[config.mk]
export PLATFORM = sky130hd
export DESIGN_NAME = rect_cmd_sequencer
export DESIGN_NICKNAME = d
export VERILOG_FILES = /design/src/rtl/rect_cmd_sequencer.sv
export SDC_FILE = /design/constraint.sdc
export NUM_CORES = 1
export LEC_CHECK = 0
export CAP_MARGIN = 20
export CORE_MARGIN = 2
export CORE_UTILIZATION = 58
export CTS_BUF_LIST = sky130_fd_sc_hd__clkbuf_4 sky130_fd_sc_hd__clkbuf_8
export CTS_CLUSTER_SIZE = 24
export DETAILED_ROUTE_END_ITERATION = 6
export PLACE_DENSITY_LB_ADDON = 0.05
export SLEW_MARGIN = 20
export SYNTH_ARGS = -nofsm -noshare
export SYNTH_HDL_FRONTEND = slang
export SYNTH_SLANG_ARGS = --single-unit
[constraint.sdc]
create_clock -name clock -period 8.85 [get_ports clock]
set_input_delay 0.885 -clock clock [delete_from_list [all_inputs] [get_ports clock]]
set_output_delay 0.885 -clock clock [all_outputs]
set_load 0.005 [all_outputs]
[src/rtl/rect_cmd_sequencer.sv]
// Buffers rectangle draw commands in a small FIFO and issues them one at a time
// to the rectangle renderer, holding enable for the whole draw.
module rect_cmd_sequencer #(
  parameter int unsigned DEPTH = 8,
  parameter int unsigned X_W   = 9,
  parameter int unsigned Y_W   = 8,
  parameter int unsigned C_W   = 3
) (
  input  logic                             clock,
  input  logic                             reset,
  input  logic                             cmd_valid,
  output logic                             cmd_ready,
  input  logic [X_W-1:0]                   cmd_origin_x,
  input  logic [Y_W-1:0]                   cmd_origin_y,
  input  logic [X_W-1:0]                   cmd_width,
  input  logic [Y_W-1:0]                   cmd_height,
  input  logic [C_W-1:0]                   cmd_back_color,
  input  logic                             cmd_border,
  input  logic [C_W-1:0]                   cmd_border_color,
  input  logic                             flush,
  output logic                             r_enable,
  output logic [X_W-1:0]                   r_origin_x,
  output logic [Y_W-1:0]                   r_origin_y,
  output logic [X_W-1:0]                   r_width,
  output logic [Y_W-1:0]                   r_height,
  output logic [C_W-1:0]                   r_back_color,
  output logic                             r_border,
  output logic [C_W-1:0]                   r_border_color,
  input  logic                             r_done,
  output logic [$clog2(DEPTH):0]           queue_count,
  output logic                             busy,
  output logic                             cmd_dropped
);

  localparam int unsigned PTR_W = $clog2(DEPTH);
  localparam int unsigned CNT_W = PTR_W + 1;

  typedef struct packed {
    logic [X_W-1:0] origin_x;
    logic [Y_W-1:0] origin_y;
    logic [X_W-1:0] width;
    logic [Y_W-1:0] height;
    logic [C_W-1:0] back_color;
    logic           border;
    logic [C_W-1:0] border_color;
  } rect_t;

  typedef enum logic [2:0] {
    IDLE    = 3'd0,
    LOAD    = 3'd1,
    ARM     = 3'd2,
    DRAW    = 3'd3,
    RELEASE = 3'd4
  } state_t;

  rect_t             mem [DEPTH];
  rect_t             cmd_in;
  rect_t             head;
  logic [PTR_W-1:0]  wr_ptr;
  logic [PTR_W-1:0]  rd_ptr;
  logic [CNT_W-1:0]  count;
  state_t            state;
  state_t            state_nxt;
  logic              push_fire;
  logic              push_zero;
  logic              push_store;
  logic              pop;
  logic              enable_nxt;

  assign cmd_in = '{origin_x:     cmd_origin_x,
                    origin_y:     cmd_origin_y,
                    width:        cmd_width,
                    height:       cmd_height,
                    back_color:   cmd_back_color,
                    border:       cmd_border,
                    border_color: cmd_border_color};

  assign cmd_ready   = (count < CNT_W'(DEPTH));
  assign push_fire   = cmd_valid && cmd_ready;
  assign push_zero   = (cmd_width == '0) || (cmd_height == '0);
  // Zero-size commands are consumed but never stored; flush wins over a push.
  assign push_store  = push_fire && !push_zero && !flush;
  assign pop         = (state == LOAD);
  assign head        = mem[rd_ptr];
  assign queue_count = count;
  assign busy        = (state != IDLE) || (count != '0);

  // Storage array needs no reset: contents are only read behind a nonzero count.
  always_ff @(posedge clock) begin
    if (push_store) begin
      mem[wr_ptr] <= cmd_in;
    end
  end

  // FIFO pointers and occupancy; pointers wrap naturally at DEPTH.
  always_ff @(posedge clock or posedge reset) begin
    if (reset) begin
      wr_ptr <= '0;
      rd_ptr <= '0;
      count  <= '0;
    end else if (flush) begin
      wr_ptr <= '0;
      rd_ptr <= '0;
      count  <= '0;
    end else begin
      wr_ptr <= wr_ptr + PTR_W'(push_store);
      rd_ptr <= rd_ptr + PTR_W'(pop);
      count  <= count + CNT_W'(push_store) - CNT_W'(pop);
    end
  end

  always_ff @(posedge clock or posedge reset) begin
    if (reset) begin
      state <= IDLE;
    end else begin
      state <= state_nxt;
    end
  end

  // ARM ignores r_done so a done left over from the previous draw is never taken.
  always_comb begin
    state_nxt  = state;
    enable_nxt = 1'b0;
    unique case (state)
      IDLE: begin
        if ((count != '0) && !flush) state_nxt = LOAD;
      end
      LOAD: begin
        state_nxt = ARM;
      end
      ARM: begin
        enable_nxt = 1'b1;
        state_nxt  = DRAW;
      end
      DRAW: begin
        enable_nxt = 1'b1;
        if (r_done) state_nxt = RELEASE;
      end
      RELEASE: begin
        if ((count != '0) && !flush) state_nxt = LOAD;
        else                         state_nxt = IDLE;
      end
      default: begin
        state_nxt = IDLE;
      end
    endcase
  end

  // Renderer-facing registers; attributes change only when leaving LOAD.
  always_ff @(posedge clock or posedge reset) begin
    if (reset) begin
      r_enable       <= 1'b0;
      r_origin_x     <= '0;
      r_origin_y     <= '0;
      r_width        <= '0;
      r_height       <= '0;
      r_back_color   <= '0;
      r_border       <= 1'b0;
      r_border_color <= '0;
      cmd_dropped    <= 1'b0;
    end else begin
      r_enable    <= enable_nxt;
      cmd_dropped <= push_fire && push_zero;
      if (pop) begin
        r_origin_x     <= head.origin_x;
        r_origin_y     <= head.origin_y;
        r_width        <= head.width;
        r_height       <= head.height;
        r_back_color   <= head.back_color;
        r_border       <= head.border;
        r_border_color <= head.border_color;
      end
    end
  end

endmodule

=== After elaboration in Yosys (flattened, before gate mapping) ===
Memories as Yosys holds them, arrays and structs flattened. A register that Yosys moved wholly into a read port is not among the register bits.
Index checks and enable logic that the tools add are counted.

* Bits in registers: 15
* Bits in writable memories: 328
* Input bits: 46
* Output and inout port bits: 49
* Word-level logic and storage cells: 44
* Memories kept: 1

* Add/sub/neg operators: 4
* Order comparisons: 1
* Equality and inequality tests: 6
* Mux-type cells: 10
* Reductions and logical operators: 16

{| class="wikitable"
|+ Memory list
! name !! depth !! bits a word !! rd ports !! clocked after Yosys merged registers in !! write ports !! line !! RTL
|-
| mem || 8 || 41 || 1 || 1 || 1 || 56 || <nowiki>rect_t mem [DEPTH];</nowiki>
|}

{| class="wikitable"
|+ Operator list
! operator !! number
|-
| case mux 3 bit (5 select lines) || 1
|-
| two-way mux 3 bit || 4
|-
| logical NOT 9 bit || 1
|-
| logical NOT 8 bit || 1
|-
| adder 3 x 1 -> 3 bit || 2
|-
| equality test 3 x 2 -> 1 bit, second input constant || 2
|-
| logical AND 1 bit || 5
|-
| adder 4 x 1 -> 4 bit || 1
|-
| less-than comparator 4 bit, second input constant || 1
|-
| two-way mux 1 bit || 4
|-
| two-way mux 4 bit || 1
|-
| inequality test 2 bit, second input constant || 2
|-
| nonzero test 4 bit || 1
|-
| subtractor 4 x 1 -> 4 bit || 1
|-
| equality test 3 x 1 -> 1 bit, second input constant || 1
|-
| equality test 3 bit, second input constant || 1
|-
| logical NOT 3 bit || 1
|-
| nonzero test 3 bit || 1
|-
| logical NOT 1 bit || 2
|-
| logical OR 1 bit || 2
|-
| AND reduction 2 bit || 1
|-
| OR reduction 2 bit || 1
|}

=== Logic depth before layout (Yosys ltp) ===
* Word-level depth: 8
* Mapped depth: 10
* Mapped depth without buffers: 10

=== Worst setup path before layout ===
Ideal clock, no wire load.

* Kind: input port to flip-flop
* Start point: in cmd_valid
* End point: mem mem[2][0] in the netlist's numbering, enable pin
* Setup time: 0.556 ns
* Arrival: 5.607 ns
* Required time: 8.294 ns
* Setup slack: 2.687 ns
* Stages: 4
* Path buffers: 0
* Cell sequence: nand2b_1 > nor2_1 > nand3_1 > nor4b_1

* Longest elaborated chain between the ends: 5

{| class="wikitable"
|+ Ends and longest elaborated chain
! what !! line !! RTL
|-
| from (decl) || 11 || <nowiki>input logic cmd_valid,</nowiki>
|-
| logical AND 1 bit || 79 || <nowiki>assign push_fire = cmd_valid && cmd_ready;</nowiki>
|-
| logical AND 1 bit (2 in a row) || 82 || <nowiki>assign push_store = push_fire && !push_zero && !flush;</nowiki>
|-
| two-way mux 1 bit || 90 || <nowiki>if (push_store) begin</nowiki>
|-
| two-way mux 1 bit (not written as such) || 91 || <nowiki>mem[wr_ptr] <= cmd_in;</nowiki>
|-
| to (decl) || 56 ||
|}

Every way passes these cells.

=== Final worst setup path ===
* Start point: in cmd_width[7]
* End point: mem mem[6][1] in the netlist's numbering, enable pin

* Longest elaborated chain between the ends: 7

{| class="wikitable"
|+ Ends and longest elaborated chain
! what !! line !! RTL
|-
| from (decl) || 15 || <nowiki>input logic [X_W-1:0] cmd_width,</nowiki>
|-
| logical NOT 9 bit || 80 || <nowiki>assign push_zero = (cmd_width == '0) || (cmd_height == '0);</nowiki>
|-
| logical OR 1 bit || 80 ||
|-
| logical NOT 1 bit || 82 ||
|-
| logical AND 1 bit (2 in a row) || 82 ||
|-
| two-way mux 1 bit || 90 ||
|-
| two-way mux 1 bit (not written as such) || 91 ||
|}

Every way passes these cells.

==> impl_results.md <==
* Final cell count without fillers at 1211
* Seq. cell area at 0.01126 mm²
* Total CTS buffers at 60
* DR pass1 iterations at 5
* TritonCTS clock tree: done
* Critical path endpoint category: register
* Hold_ws at roughly 530 ps
* Detail Route Antenna Nets at 0
* Critical Path RT at 9060 ps
* DIE HEIGHT at 162.6 µm
* Final Skew at 23.92 ps
* Power density over cell area at around 270 mW/mm²
* Clk_lat worst skew at 590 ps
* Synth Instances at 690
* CTS Buffer Depth at 3
* Final setup TNS at 0 ps
* Pre-CTS setup slack at 4403 ps
* Syn Std Cell Area at 0.01458 mm²
* Clock power frac at 32.2%
* Fmax at 281.8 MHz
* Critical path class: in -> reg
* Comb pwr share at 19.2%
* Total GRT Usage at 22.14%
* Leakage at 0.005572 µW
* Fraction of layout cells with a size suffix above 1 at 25.11%
* Register share of total power at 48.6%
* RSZ-0062 raised after global routing: false
* Num rows at 58
* Number of global-route vias before repair at 7571
* Cell internal pwr at 3454 µW
* Final setup violation count at 0
* H-tree level count at 2
* Worst-path clk slew at 60 ps
* Count of nets after finishing at 885
* Max_cap viols at 0
* Status: completed
* Synth-to-layout area growth at 17.51%
* Initial antenna violation count at 2
* Sequential area share after synthesis at a little under 80%
* Initial Utilization at 58.41%
* Routed length per placed instance at approximately 23 µm
* Die Area at roughly 0.026 mm²
* DP HPWL at 15020 µm
* Buffers added on ports at 94
* Total grt overflow at 0
* Layout fillers at 1620
* Switching Share at 24.89%
* CP arrival at 3760 ps
* # Post-CTS Setup Buffers at 0
* Worst R2R Setup Slack at 5930 ps
* Setup slack after layout at ~5300 ps
* RD Place Congestion at about 0.75
* Relative slew slack at 31.85%
* NetSw at 1145 µW
* WHS Endpoint: r_width[0]$_DFFE_PP0N_
* Avg Cell Area, Syn at ~21 µm²
* Multi-input logic area at 0.003120 mm²
* Dpl cells at 1097
* Worst hold start: r_width[0]$_DFFE_PP0N_
* VDD IR max at 0.2629 mV
* Startpoint Class: primary input
* I/O pins at 95
* Reg2Reg Depth at 5
* Largest net degree at the start of global routing at 85
* Total core area at 0.02496 mm²
* Terminus of the critical flop-to-flop path: mem[6][1]$_DFFE_PP_
* Vias/cell at between 5 and 6
* DRC Markers at 0
* Fin. Hold Viols at 0
* Die X at approximately 160 µm
* Hold Path Depth at 2
* Count of cell types in the netlist at 29
* HP Class: reg -> reg
* Synth warnings at 0
* Minimum clock period at 3549 ps
* Fin. max-slew vios at 0
* Total nets after synthesis at 746
* CP max FO at 30
* Flip-flop and latch count after synthesis at about 380
* Worst flop-to-flop path startpoint: queue_count[3]$_DFF_PP0_
* First-pass GRT wire length at 43280 µm
* Tcrit/Tclk final at 40.10%
* Worst-margin pin slew at 1022 ps
* Total number of vias at 6989
* Root Driver: clkbuf_8
* Initial drt markers at approximately 480
* Final wirelength at 27670 µm
* Cts hold-fix bufs at 0
* Clock sink total at about 380
* Post-CTS Resized at 0
## layer usage
layer,track usage (%),routed length [µm]
met2,35.22,13730
met1,31.52,11710
met3,4.864,1633
met4,6.718,592
met5,0,0
## Yosys cell counts
library cell	n	area, µm²
a21o_1	1	7.510
a21oi_1	43	215.2
buf_12	1	20.02
buf_2	6	30.03
buf_4	10	75.07
buf_6	9	101.4
clkbuf_1	8	30.03
dfrtp_1	56	1401
edfxtp_1	328	9849
fa_1	1	20.02
ha_1	9	112.6
inv_1	7	26.28
mux2i_1	41	410.4
mux4_2	82	1847
nand2_1	5	18.77
nand2b_1	1	6.260
nand3_1	4	20.02
nand3b_1	1	7.510
nor2_1	50	187.7
nor2b_1	8	50.05
nor3_1	3	15.01
nor3b_1	1	7.510
nor3b_2	1	12.51
nor4_1	4	25.02
nor4b_1	3	26.28
nor4bb_1	1	10.01
o21ai_0	1	5.000
o41ai_1	1	8.760
xnor2_1	4	35.03
## registers in the layout, summed over array words and instances (netlist names)
register / flops
mem: 328
r_origin_x: 9
r_width: 9
r_height: 8
r_origin_y: 8
queue_count: 4
r_back_color: 3
r_border_color: 3
rd_ptr: 3
state: 3
wr_ptr: 3
cmd_dropped: 1
r_border: 1
r_enable: 1
## layout by cell type (no fill, tap or decap), drive strengths merged, types with 2 or more instances in the layout
cell / netlist / routed
edfxtp: 328 / 328
clkbuf: 8 / 101
clkdlybuf4s50: 0 / 94
mux4: 82 / 82
dfrtp: 56 / 56
nor2: 50 / 50
a21oi: 43 / 43
mux2i: 41 / 41
buf: 26 / 17
clkinv: 0 / 11
ha: 9 / 9
nor2b: 8 / 8
inv: 7 / 8
nand2: 5 / 5
nand3: 4 / 4
xnor2: 4 / 4
nor4: 4 / 4
nor4b: 3 / 3
nor3: 3 / 3
nor3b: 2 / 2
## power groups by stage
stage          registers [µW]  clock network, µW  logic, µW
6_report                 2230               1480        884
5_1_grt                  2260               1600        974
4_1_cts                  2240               1520        902
3_5_place_dp             2270                  0        895
3_3_place_gp             2260                  0        877
2_1_floorplan            2220                  0        589
## critical path, cell delays in order
cell	delay (ps)
clkdlybuf4s50_1	670
nor4_1	140
nand3_1	170
nand3_1	530
nor3_4	770
buf_4	580
## per-stage QoR
| step | cell area, µm² | total power, µW | util [%] |
|---|---|---|---|
| 2_1_floorplan | 14580 | 2813 | - |
| 3_3_place_gp | 15880 | 3141 | 63.63 |
| 3_5_place_dp | 15880 | 3170 | 63.63 |
| 4_1_cts | 17130 | 4662 | 68.60 |
| 5_1_grt | 17130 | 4834 | 68.63 |
| 6_report | 17140 | 4598 | 68.64 |
## worst max-delay path by stage
stage / from / end / cells after the start
floorplan: cmd_valid / mem[2][0]$_DFFE_PP_ / 4
global placement: cmd_width[7] / mem[6][30]$_DFFE_PP_ / 6
detailed placement: cmd_width[7] / mem[6][24]$_DFFE_PP_ / 6
CTS: cmd_width[7] / mem[6][1]$_DFFE_PP_ / 6
global route: cmd_width[7] / mem[6][20]$_DFFE_PP_ / 6
finish: cmd_width[7] / mem[6][1]$_DFFE_PP_ / 6
## logic make-up after synthesis
| kind of cell | synth area share, % |
|---|---|
| buf+inv | 1.939 |
| xor+xnor | 0.2402 |
| mux | 15.48 |
| flops | 77.16 |
| fa+ha+maj | 0.9096 |
| compound gates | 1.622 |
| simple gates | 2.652 |
## area by class of cell
| type | count | area share [%] |
|---|---|---|
| Antenna cell | 1 | 0.01460 |
| Clock buffer | 101 | 6.871 |
| Sequential cell | 384 | 65.72 |
| Timing Repair Buffer | 111 | 6.236 |
| Clock inverter | 12 | 0.3797 |
| Multi-Input combinational cell | 265 | 18.21 |
| Tap cell | 330 | 2.410 |
| Inverter | 7 | 0.1533 |
No activity file was read; power rests on OpenSTA's default activity.
